[config.mk]
export PLATFORM = sky130hd
export DESIGN_NAME = blackboxed_regs_ctrl
export DESIGN_NICKNAME = d
export VERILOG_FILES = /design/src/rtl/blackboxed_regs_pkg.sv /design/src/rtl/blackboxed_regs_ctrl_rr_arb2.sv /design/src/rtl/blackboxed_regs_ctrl.sv
export SDC_FILE = /design/constraint.sdc
export NUM_CORES = 1
export LEC_CHECK = 0
export ABC_CLOCK_PERIOD_IN_PS = 3350
export BUFFER_PORTS_ARGS = -buffer_cell sky130_fd_sc_hd__buf_2
export CORE_MARGIN = 4
export CORE_UTILIZATION = 34
export DETAILED_ROUTE_END_ITERATION = 12
export MAX_ROUTING_LAYER = met4
export PLACE_DENSITY = 0.63
export SKIP_CTS_REPAIR_TIMING = 1
export SLEW_MARGIN = 20
export SYNTH_ARGS = -nofsm -noshare
export SYNTH_HDL_FRONTEND = slang
export SYNTH_HIERARCHICAL = 1
export SYNTH_SLANG_ARGS = --single-unit
[constraint.sdc]
create_clock -name clk -period 3.35 [get_ports clk]
set_input_delay 0.67 -clock clk [delete_from_list [all_inputs] [get_ports clk]]
set_output_delay 0.67 -clock clk [all_outputs]
set_load 0.01 [all_outputs]
[src/rtl/blackboxed_regs_pkg.sv]
// Shared types for the BlackBoxedRegs access controller: FSM states and the
// decoded arbitration grant.
package blackboxed_regs_pkg;

    typedef enum logic [1:0] {
        BOOT = 2'd0,
        INIT = 2'd1,
        RUN  = 2'd2
    } state_t;

    typedef enum logic [1:0] {
        NONE = 2'd0,
        WR   = 2'd1,
        RD   = 2'd2
    } grant_t;

    // Requester positions on the two-way arbiter.
    localparam int GNT_WR_BIT = 0;
    localparam int GNT_RD_BIT = 1;

    function automatic grant_t decode_grant(input logic [1:0] gnt);
        grant_t g;
        g = NONE;
        if (gnt[GNT_WR_BIT]) begin
            g = WR;
        end else if (gnt[GNT_RD_BIT]) begin
            g = RD;
        end
        return g;
    endfunction

endpackage

[src/rtl/blackboxed_regs_ctrl_rr_arb2.sv]
// Two-requester round-robin arbiter. A lone requester always wins; under
// contention the pointer picks the winner and flips after that grant.
module rr_arb2
    import blackboxed_regs_pkg::*;
(
    input  logic       clk,
    input  logic       rst_n,
    input  logic [1:0] req,
    output logic [1:0] gnt
);

    logic ptr_reg;
    logic ptr_next;
    logic contested;

    assign contested = req[GNT_WR_BIT] && req[GNT_RD_BIT];

    always_comb begin
        gnt      = 2'b00;
        ptr_next = ptr_reg;
        if (contested) begin
            // ptr=0 favours the write side.
            gnt[GNT_WR_BIT] = ~ptr_reg;
            gnt[GNT_RD_BIT] = ptr_reg;
            ptr_next        = ~ptr_reg;
        end else begin
            gnt = req;
        end
    end

    always_ff @(posedge clk or negedge rst_n) begin
        if (!rst_n) begin
            ptr_reg <= 1'b0;
        end else begin
            ptr_reg <= ptr_next;
        end
    end

endmodule

[src/rtl/blackboxed_regs_ctrl.sv]
// Access controller for a reset-less register array: clears it after reset,
// then arbitrates write and read requests onto its single index port.
module blackboxed_regs_ctrl
    import blackboxed_regs_pkg::*;
#(
    parameter int                 NREGS      = 32,
    parameter int                 WIDTH      = 64,
    parameter int                 IDXWIDTH   = 5,
    parameter logic [WIDTH-1:0]   INIT_VALUE = '0
)
(
    input  logic                clk,
    input  logic                rst_n,

    input  logic                wr_valid,
    output logic                wr_ready,
    input  logic [IDXWIDTH-1:0] wr_idx,
    input  logic [WIDTH-1:0]    wr_data,

    input  logic                rd_valid,
    output logic                rd_ready,
    input  logic [IDXWIDTH-1:0] rd_idx,

    output logic                rsp_valid,
    input  logic                rsp_ready,
    output logic [WIDTH-1:0]    rsp_data,
    output logic                rsp_err,

    output logic                init_done,

    output logic [IDXWIDTH-1:0] reg_i,
    output logic [WIDTH-1:0]    reg_d,
    output logic                reg_en,
    input  logic [WIDTH-1:0]    reg_q
);

    localparam logic [IDXWIDTH:0]   NREGS_EXT = (IDXWIDTH+1)'(NREGS);
    localparam logic [IDXWIDTH-1:0] LAST_IDX  = IDXWIDTH'(NREGS - 1);

    state_t              state_reg;
    state_t              state_next;
    logic [IDXWIDTH-1:0] cnt_reg;
    logic [IDXWIDTH-1:0] cnt_next;
    logic                init_done_reg;
    logic [IDXWIDTH-1:0] reg_i_reg;
    logic [WIDTH-1:0]    reg_d_reg;

    logic                rsp_valid_reg;
    logic [WIDTH-1:0]    rsp_data_reg;
    logic                rsp_err_reg;

    logic                slot_free;
    logic                wr_in_range;
    logic                rd_in_range;
    logic [1:0]          req;
    logic [1:0]          gnt;
    grant_t              grant;

    assign wr_in_range = ({1'b0, wr_idx} < NREGS_EXT);
    assign rd_in_range = ({1'b0, rd_idx} < NREGS_EXT);

    // A read may only compete when its response has somewhere to land, so a
    // stalled response never steals array slots from writes.
    assign slot_free         = !rsp_valid_reg || rsp_ready;
    assign req[GNT_WR_BIT]   = (state_reg == RUN) && wr_valid;
    assign req[GNT_RD_BIT]   = (state_reg == RUN) && rd_valid && slot_free;

    rr_arb2 u_arb (
        .clk   (clk),
        .rst_n (rst_n),
        .req   (req),
        .gnt   (gnt)
    );

    assign grant    = decode_grant(gnt);
    assign wr_ready = gnt[GNT_WR_BIT];
    assign rd_ready = gnt[GNT_RD_BIT];

    always_comb begin
        state_next = state_reg;
        cnt_next   = cnt_reg;
        reg_i      = reg_i_reg;
        reg_d      = reg_d_reg;
        reg_en     = 1'b0;
        case (state_reg)
            BOOT: begin
                state_next = INIT;
            end
            INIT: begin
                reg_i  = cnt_reg;
                reg_d  = INIT_VALUE;
                reg_en = 1'b1;
                if (cnt_reg == LAST_IDX) begin
                    state_next = RUN;
                    cnt_next   = '0;
                end else begin
                    cnt_next = cnt_reg + 1'b1;
                end
            end
            RUN: begin
                case (grant)
                    WR: begin
                        reg_i  = wr_idx;
                        reg_d  = wr_data;
                        reg_en = wr_in_range;
                    end
                    RD: begin
                        reg_i = rd_idx;
                    end
                    default: ;
                endcase
            end
            default: begin
                state_next = BOOT;
            end
        endcase
    end

    always_ff @(posedge clk or negedge rst_n) begin
        if (!rst_n) begin
            state_reg     <= BOOT;
            cnt_reg       <= '0;
            init_done_reg <= 1'b0;
            reg_i_reg     <= '0;
            reg_d_reg     <= '0;
        end else begin
            state_reg     <= state_next;
            cnt_reg       <= cnt_next;
            init_done_reg <= (state_next == RUN);
            reg_i_reg     <= reg_i;
            reg_d_reg     <= reg_d;
        end
    end

    // The array output is captured at accept time, so later writes to the
    // same index cannot disturb a response waiting for rsp_ready.
    always_ff @(posedge clk or negedge rst_n) begin
        if (!rst_n) begin
            rsp_valid_reg <= 1'b0;
            rsp_data_reg  <= '0;
            rsp_err_reg   <= 1'b0;
        end else if (grant == RD) begin
            rsp_valid_reg <= 1'b1;
            rsp_data_reg  <= rd_in_range ? reg_q : '0;
            rsp_err_reg   <= !rd_in_range;
        end else if (rsp_valid_reg && rsp_ready) begin
            rsp_valid_reg <= 1'b0;
        end
    end

    assign rsp_valid = rsp_valid_reg;
    assign rsp_data  = rsp_data_reg;
    assign rsp_err   = rsp_err_reg;
    assign init_done = init_done_reg;

endmodule

**After elaboration in Yosys (flattened, before gate mapping)**

Index checks and enable logic that the tools add are counted.

- Bitwise gates (word level): 1
- Equal/unequal tests: 6
- Reductions and logical operators: 9
- $add $sub $neg: 1
- Shifts and indexed selects: 0
- Order comparisons: 0
- Multiplexer cells: 14
- $mul: 0
- Div/mod/pow operators: 0

Operators by type and width:

| cell | count |
|---|---|
| case mux 64 bit (2 select lines) | 1 |
| 2-to-1 mux 64 bit | 1 |
| case mux 5 bit (2 select lines) | 2 |
| 2-to-1 mux 2 bit | 4 |
| == test 2 bit (second input constant) | 3 |
| case mux 2 bit (3 select lines) | 1 |
| adder 5 x 1 -> 5 bit (second input constant) | 1 |
| == test 5 bit (second input constant) | 1 |
| logical AND 1 bit | 5 |
| 2-to-1 mux 5 bit | 1 |
| == test 2 x 1 -> 1 bit (second input constant) | 2 |
| 2-to-1 mux 1 bit | 3 |
| zero test 2 bit | 1 |
| case mux 1 bit (2 select lines) | 1 |
| nonzero test 2 bit | 1 |
| zero test 1 bit | 1 |
| logical OR 1 bit | 1 |
| inverter 1 bit | 1 |

- Input port bits: 143
- Memory bits (writable): 0
- Memories: 0
- ROM bits: 0
- Register bits after elaboration: 143
- Word-level logic and storage cells: 39
- Latch bits: 0
- Output and inout bits: 139

**Longest topological paths before layout**

Gate-level depths: netlist of the first run.

- Word-level depth: 10
- Mapped depth: 10
- Depth with buffers taken out: 7

**Cells and area by module**

The synthesis of the first run kept the hierarchy.

Modules (own cells, without submodules):

| module | sequential area each (um^2) | times used | cells an instance | area an instance (um^2) |
|---|---|---|---|---|
| blackboxed_regs_ctrl | 3553.4 | 1 | 631 | 5753.0 |
| rr_arb2 | 25.0 | 1 | 6 | 56.3 |

**Least setup slack after synthesis of the first run**

No wires, ideal clock.

- Path type: input to output
- From: input rsp_ready
- To: output reg_d[0]
- Arrival time: 2.300 ns
- Path buffers: 2
- Cell stages on the path: 8
- Required time: 2.680 ns
- Slack: 0.380 ns
- Path through: nand2b_1 -> and3_1 -> a21boi_0 -> and2_1 -> buf_2 -> buf_2 -> nand2_1 -> a21oi_1

- Elaborated cells on any way between the ends: 9
- Classes of those cells: eq/ne (1); mux (5); reduce/logical (3)

RTL lines:

| element | line | source |
|---|---|---|
| from (decl) | blackboxed_regs_ctrl.sv:25 | `input logic rsp_ready,` |
| logical OR 1 bit | blackboxed_regs_ctrl.sv:64 | `assign slot_free = !rsp_valid_reg \|\| rsp_ready;` |
| logical AND 1 bit | blackboxed_regs_ctrl.sv:66 | `assign req[GNT_RD_BIT] = (state_reg == RUN) && rd_valid && slot_free;` |
| net req[1] | blackboxed_regs_ctrl.sv:55 | `logic [1:0] req;` |
| logical AND 1 bit | blackboxed_regs_ctrl_rr_arb2.sv:16 | `assign contested = req[GNT_WR_BIT] && req[GNT_RD_BIT];` |
| 2-to-1 mux 2 bit | blackboxed_regs_ctrl_rr_arb2.sv:21 | `if (contested) begin` |
| net wr_ready | blackboxed_regs_ctrl.sv:16 | `output logic wr_ready,` |
| 2-to-1 mux 2 bit | blackboxed_regs_pkg.sv:24 | `if (gnt[GNT_WR_BIT]) begin` |
| == test 2 x 1 -> 1 bit | blackboxed_regs_ctrl.sv:101 | `case (grant)` |
| 2-to-1 mux 64 bit | blackboxed_regs_ctrl.sv:101 |  |
| case mux 64 bit (2 select lines) | blackboxed_regs_ctrl.sv:85 | `case (state_reg)` |
| to (decl) | blackboxed_regs_ctrl.sv:32 | `output logic [WIDTH-1:0] reg_d,` |

The timed path passes the listed nets, and every way through them passes these cells.

**Final worst setup path of the first run**

- From: register state_reg[0]
- To: output reg_d[9]

- Word-level cells in the longest chain between the ends: 10
- Elaborated cells on any way between the ends: 12
- Classes of those cells: eq/ne (3); mux (5); reduce/logical (4)

RTL lines:

| element | line | source |
|---|---|---|
| from (decl) | blackboxed_regs_ctrl.sv:40 | `state_t state_reg;` |
| from (signal assigned) | blackboxed_regs_ctrl.sv:127 | `state_reg <= state_next;` |
| == test 2 bit (*) | blackboxed_regs_ctrl.sv:66 |  |
| logical AND 1 bit (*) (2 in a row) | blackboxed_regs_ctrl.sv:66 |  |
| net req[1] | blackboxed_regs_ctrl.sv:55 |  |
| logical AND 1 bit | blackboxed_regs_ctrl_rr_arb2.sv:16 |  |
| 2-to-1 mux 2 bit (*) | blackboxed_regs_ctrl_rr_arb2.sv:21 |  |
| 2-to-1 mux 2 bit | blackboxed_regs_pkg.sv:26 | `end else if (gnt[GNT_RD_BIT]) begin` |
| 2-to-1 mux 2 bit (*) | blackboxed_regs_pkg.sv:24 |  |
| == test 2 x 1 -> 1 bit (*) | blackboxed_regs_ctrl.sv:101 |  |
| 2-to-1 mux 64 bit (*) | blackboxed_regs_ctrl.sv:101 |  |
| case mux 64 bit (2 select lines) (*) | blackboxed_regs_ctrl.sv:85 |  |

The timed path passes the listed nets; every way through them passes the cells marked *.

==> results.cfg, run 1 <==
[placed_design]
routabilityCongestion = 0.8684
placed_cells = 1109
place.port_buffers = 280
hpwl_um = 11650

[cts]
cts.htree.levels = 4
clk_pin_slew_ps = 60
tritoncts.num_buffers = 17
clkSinkCount = 143
clockRootBuffer = sky130_fd_sc_hd__clkbuf_16
max_buffers_root_to_sink = 2
worst_skew_pair.late_latency_ps = 410
cts_tree = built

[global_route]
global_route.overflow_total = 0
grt_pass1_vias = 5132
grt_pass1_wl_um = 26720
grt_antenna_before_repair = 2
grt_start_max_net_pins = 66
global_route.usage.total = 0.1753

[critical_path]
cp_max_fo = 32
critPathArrivalTime_ps = 2440
worst_setup_path_startpoint = state_reg[0]
cp_num_cells = 9
cp-start-kind = flip-flop
timing.critical_path.max_delay_family = simple AND/OR/NAND/NOR gates
setup.worst_path.end_class = output port
worst_path_cell_chain = inv_1 -> ha_1 -> and3_1 -> a21boi_2 -> and2_4 -> buf_12 -> nand2_1 -> a21oi_1 -> buf_2
critical_path.n_buffers_inverters = 3
path_class = flip-flop to output port
reg2reg_to = rsp_data[0]
critical_path.slowest_cell = sky130_fd_sc_hd__dfrtp_1
worst-r2r-setup-slack_ps = 880
cp_slowest_stage_delay_ps = 410
crit-reg2reg-launch = state_reg[0]
cp.required_ps = 2680
worstRegToRegCells = 10

[sta]
time_the_worst_path_needs_with_i_o_delays_and_setup_ps = 3109
fmax_mhz = 321.7
worst_slew_margin_rel = 0.6051
worst_hold_slack_ps = 196.5
report.final.hold_viol_count = 0
worstMarginPinSlew_ps = 592.3
clock_skew_ps = 10.44
final_min_period_over_clock_period = 0.9280
unrepaired_setup_endpoints_after_global_routing = true
finalSetupViolations = 0
finalMaxSlewViolations = 0
finalSetupTns_ps = 0

[floorplanning]
core_sq_um = 16640
std_cell_rows = 47
floorplan.die.width_um = 138.7
floorplan.die_area_sq_um = 19240
top_level_ports = 282
height_of_the_die_um = 138.7
start_util = 0.3491

[worst_hold_path]
min_path_type = input port to asynchronous set/reset pin

[synthesis]
yosysUniqueCellTypes = 34
post_synth_inst_count = 637
synth-edff-count = 0
ys_seq_area_frac = 0.6160
postSynthRegisterBits = 143
syn_nets = 786
synth_area_per_cell_sq_um = 9.120
async_flop_share = 1.000
synth_area_sq_um = 5809
most_used_flip_flop_cell_after_synthesis = sky130_fd_sc_hd__dfrtp_1
ys_warn_count = 6

[job]
max_cap_viol_count = 0

[final_layout]
layout_area_overhead_pct = 39.00
area_occupied_by_multi_input_gates_sq_um = 2006
postLayoutCoreUtil = 0.4852
area.sequential_sq_um = 3578
filler_cell_count = 1636
layout_cells_sized_above_1 = 0.3568
nets = 1059
layout.cells.non_filler = 1144

[pwr]
pwr_density_cell_nw_per_um2 = 804.5
peakVddDrop_mv = 0.3533
p_leak_nw = 4.468
p_total_mw = 6.496

[drt]
drt_first_iter_violations = 346
antenna_violating_nets_post_route = 0
drt_first_pass_iters = 5
post_drt_wl_per_cell_um = 14.71
drc_errors = 0
vias_per_cell = 4.577
drt_wl_total_um = 16830
vias = 5236

[outcome]
run_status = complete, no violations
## metal layers
metal,track usage,vias to the layer above,part of all wire
met2,0.2731,186,0.49
met4,0.08908,0,0.035
met1,0.2129,2450,0.42
li1,-,2560,-
met5,-,-,0
met3,0.04310,40,0.058
## stage by stage
step,setup slack [ps],cell area [sq um]
floorplan,379.8,5809
global placement,269.9,7430
detailed placement,225.1,7430
CTS,8.220,8033
global route,-11.97,8075
finish,241.1,8075
## cell families after synthesis
logic type               count (synthesis)  synth area share
other                                    1         0.0006455
buffers and inverters                   45           0.04286
AND/OR/NAND/NOR                        350            0.2345
XOR/XNOR                                 1          0.001508
flip-flops                             143            0.6160
AO/OA/AOI/OAI                           87           0.08422
adder cells (fa/ha/maj)                  6           0.01292
multiplexers                             4          0.007323
## placed cells by master, fill, tap and decap left out, types with 2 or more instances in the layout
master,n
sky130_fd_sc_hd__a22oi_1,2
sky130_fd_sc_hd__o2bb2ai_1,2
sky130_fd_sc_hd__buf_12,5
sky130_fd_sc_hd__nand2b_1,4
sky130_fd_sc_hd__o21ai_0,6
sky130_fd_sc_hd__mux2i_1,2
sky130_fd_sc_hd__bufinv_16,4
sky130_fd_sc_hd__nor2b_1,2
sky130_fd_sc_hd__a21oi_1,65
sky130_fd_sc_hd__clkinv_2,4
sky130_fd_sc_hd__a221oi_1,2
sky130_fd_sc_hd__nand3_1,2
sky130_fd_sc_hd__ha_1,6
sky130_fd_sc_hd__diode_2,2
sky130_fd_sc_hd__clkinv_4,3
sky130_fd_sc_hd__clkbuf_16,18
sky130_fd_sc_hd__and3_1,3
sky130_fd_sc_hd__o221ai_1,2
sky130_fd_sc_hd__dfrtp_1,143
sky130_fd_sc_hd__buf_2,279
sky130_fd_sc_hd__and2_1,3
sky130_fd_sc_hd__clkbuf_1,3
sky130_fd_sc_hd__nand2_1,327
sky130_fd_sc_hd__nor2_1,3
sky130_fd_sc_hd__nor2b_4,2
sky130_fd_sc_hd__buf_4,7
sky130_fd_sc_hd__mux2_2,2
sky130_fd_sc_hd__inv_1,6
## worst max-delay path by stage
stage / end / slack (ps)
after global routing: reg_d[60] / -10
after CTS: reg_d[9] / 8
after global placement: reg_d[9] / 270
after detailed placement: reg_d[9] / 230
final: reg_d[9] / 240
after floorplan: reg_d[0] / 380
## cell usage after synthesis (2+ instances only)
| cell type | number | share of area |
|---|---|---|
| sky130_fd_sc_hd__and2_1 | 4 | 0.0043 |
| sky130_fd_sc_hd__nor2_1 | 3 | 0.0019 |
| sky130_fd_sc_hd__nand2_1 | 327 | 0.21 |
| sky130_fd_sc_hd__inv_1 | 6 | 0.0039 |
| sky130_fd_sc_hd__o2bb2ai_1 | 2 | 0.0030 |
| sky130_fd_sc_hd__nand3_1 | 2 | 0.0017 |
| sky130_fd_sc_hd__mux2i_1 | 2 | 0.0034 |
| sky130_fd_sc_hd__o21ai_0 | 6 | 0.0052 |
| sky130_fd_sc_hd__and3_1 | 3 | 0.0032 |
| sky130_fd_sc_hd__a21oi_1 | 65 | 0.056 |
| sky130_fd_sc_hd__nor2b_1 | 4 | 0.0043 |
| sky130_fd_sc_hd__ha_1 | 6 | 0.013 |
| sky130_fd_sc_hd__mux2_2 | 2 | 0.0039 |
| sky130_fd_sc_hd__buf_6 | 5 | 0.0097 |
| sky130_fd_sc_hd__clkbuf_1 | 2 | 0.0013 |
| sky130_fd_sc_hd__buf_2 | 31 | 0.027 |
| sky130_fd_sc_hd__a22oi_1 | 2 | 0.0026 |
| sky130_fd_sc_hd__a221oi_1 | 2 | 0.0030 |
| sky130_fd_sc_hd__o221ai_1 | 2 | 0.0030 |
| sky130_fd_sc_hd__dfrtp_1 | 143 | 0.62 |
| sky130_fd_sc_hd__nand2b_1 | 5 | 0.0054 |
## area by class of cell
type,instances,area share
Antenna cell,2,0.0006198
Clock buffer,20,0.05408
Clock inverter,11,0.02061
Inverter,6,0.002789
Multi-Input combinational cell,449,0.2484
Sequential cell,143,0.4431
Tap cell,220,0.03409
Timing Repair Buffer,293,0.1963
## power breakdown
group | internal (mW) | switching (mW) | total, mW | leakage [nW]
logic | 0.806 | 1.19 | 2.00 | 2.41
clock network | 1.24 | 0.706 | 1.95 | 0.298
registers | 2.31 | 0.238 | 2.55 | 1.76
No activity file was read; power rests on OpenSTA's default activity.
==> run 2: changes to the inputs <==
- CTS_BUF_LIST: not set -> sky130_fd_sc_hd__clkbuf_16
- SETUP_SLACK_MARGIN: not set -> 0.5
==> run 2 against run 1 <==
Sequential power is essentially flat. Global-route usage grew 0.49 points. First-iteration DRC count shrank 20%. Clock power grew 4%. Register-to-register slack gained 160 ps. Combinational power grew 18%. Critical path depth is the same. Routed wire length grew 15%. Clock-buffer cell count shrank 3. Sequential share of layout area shrank 3.8 points. Maximum frequency grew 1.3%. Utilization grew 4.5 points. Largest cell class unchanged. Largest power group unchanged. Highest routed layer unchanged.
==> results.cfg, run 2 (same netlist as run 1, synthesis figures left out) <==
[global_route]
grt_antenna_before_repair = 1
grt_pass1_vias = 5126
grt_pass1_wl_um = 27270
grt_start_max_net_pins = 65
global_route.usage.total = 0.1802
global_route.overflow_total = 0

[floorplanning]
core_sq_um = 16640
top_level_ports = 282
floorplan.die.width_um = 138.7
std_cell_rows = 47
floorplan.die_area_sq_um = 19240
start_util = 0.3491
height_of_the_die_um = 138.7

[pwr]
internal_dissipation_mw = 4.631
p_total_mw = 6.928
pwr_density_cell_nw_per_um2 = 784.8
switchingPower_mw = 2.297
peakVddDrop_mv = 0.3447
share_of_total_power_in_sequential_cells = 0.368
power_frac_comb = 0.340
clock_power_frac = 0.292
power_switching_share = 0.3316
p_leak_nw = 4.789

[worst_hold_path]
min_path_type = input port to asynchronous set/reset pin

[sta]
worst_slew_margin_rel = 0.5508
report.final.hold_viol_count = 0
unrepaired_setup_endpoints_after_global_routing = true
final_min_period_over_clock_period = 0.9163
finalSetupViolations = 0
clock_skew_ps = 8.293
time_the_worst_path_needs_with_i_o_delays_and_setup_ps = 3070
worstMarginPinSlew_ps = 673.8
fmax_mhz = 325.8
finalMaxSlewViolations = 0

[final_layout]
layout.cells.most_common_list = 305 x sky130_fd_sc_hd__nand2_1, 277 x sky130_fd_sc_hd__buf_2, 143 x sky130_fd_sc_hd__dfrtp_1, 42 x sky130_fd_sc_hd__a21oi_2, 34 x sky130_fd_sc_hd__buf_4
nets = 1096
final_common_cell = sky130_fd_sc_hd__nand2_1
layout_area_overhead_pct = 51.95
layout_cells_sized_above_1 = 0.4563
postLayoutCoreUtil = 0.5304
layout.cells.non_filler = 1181

[job]
max_cap_viol_count = 0

[drt]
drt_wl_total_um = 19310
total_length_of_routed_met2_wires_um = 9537
antenna_violating_nets_post_route = 0
drt_first_iter_violations = 276
topRoutingLayerUsed = met4
route.layer.met1.wl_um = 8153
post_drt_wl_per_cell_um = 16.35
vias_per_cell = 4.649
wl_met3_um = 934
vias = 5491
drc_errors = 0
drt_first_pass_iters = 4

[cts]
cts_tree = built
clkSinkCount = 143
clk_pin_slew_ps = 60
cts.htree.levels = 4
worst_skew_pair.late_latency_ps = 420
max_buffers_root_to_sink = 2
clockRootBuffer = sky130_fd_sc_hd__clkbuf_16
tritoncts.num_buffers = 17

[outcome]
run_status = complete, no violations

[critical_path]
cp.required_ps = 2680
critPathArrivalTime_ps = 2400
cp-start-kind = flip-flop
path_class = flip-flop to output port
crit-reg2reg-launch = state_reg[0]
worst_setup_path_startpoint = state_reg[0]
setup.worst_path.end_class = output port
cp_max_fo = 8
worst-r2r-setup-slack_ps = 1040

[placed_design]
place.port_buffers = 280
hpwl_um = 11780
routabilityCongestion = 0.8547
placed_cells = 1111
-- run 2: area by class of cell --
| class | count | area, sq um |
|---|---|---|
| Inverter | 6 | 22.52 |
| Multi-Input combinational cell | 449 | 2321 |
| Timing Repair Buffer | 330 | 1999 |
| Sequential cell | 143 | 3578 |
| Antenna cell | 1 | 2.502 |
| Clock buffer | 17 | 425.4 |
| Clock inverter | 15 | 202.7 |
| Tap cell | 220 | 275.3 |
| Fill cell | 1556 | 7815 |
-- run 2: per-stage QoR --
step	setup WS (ps)	hold WS, ps	cell area (sq um)	TNS, ps
2_1_floorplan	499.6	374.4	5809	0
3_3_place_gp	260.1	453.1	7432	0
3_5_place_dp	256.8	456.5	7432	0
4_1_cts	-22.28	222.6	8060	-97.08
5_1_grt	141.6	230.4	8827	0
6_report	280.3	198.4	8827	0
-- run 2: metal layers --
layer | GRT usage | vias up
li1 | - | 2640
met1 | 0.2197 | 2604
met2 | 0.2914 | 199
met3 | 0.03207 | 48
met4 | 0.08702 | 0
met5 | - | -
-- run 2: final timing paths --
check	end	depth (start not counted)
worst max-delay path	reg_d[28]	9
worst min-delay path	reg_d_reg[31]	1
worst max register to register	rsp_data[25]	8
worst min register to register	rsp_data[43]	2
max in group asynchronous	reg_d_reg[57]	2
min in group clk	rsp_data[61]	3
-- run 2: critical path, stage by stage (launching register included) --
cell and delay, ps:
sky130_fd_sc_hd__dfrtp_1 420, sky130_fd_sc_hd__inv_2 130, sky130_fd_sc_hd__ha_4 150, sky130_fd_sc_hd__and2_4 160, sky130_fd_sc_hd__a21boi_4 190, sky130_fd_sc_hd__and2_4 300, sky130_fd_sc_hd__clkbuf_16 210, sky130_fd_sc_hd__nand2_1 80
sky130_fd_sc_hd__a21oi_2 160, sky130_fd_sc_hd__buf_2 170
-- run 2: power groups by stage --
stage               Combinational [mW]  Clock, mW  Sequential [mW]
finish                            2.36       2.02             2.55
floorplan                        0.895          0             2.74
global placement                  2.00          0             2.56
global route                      2.59       2.14             2.63
CTS                               2.03       2.06             2.55
detailed placement                2.03          0             2.57
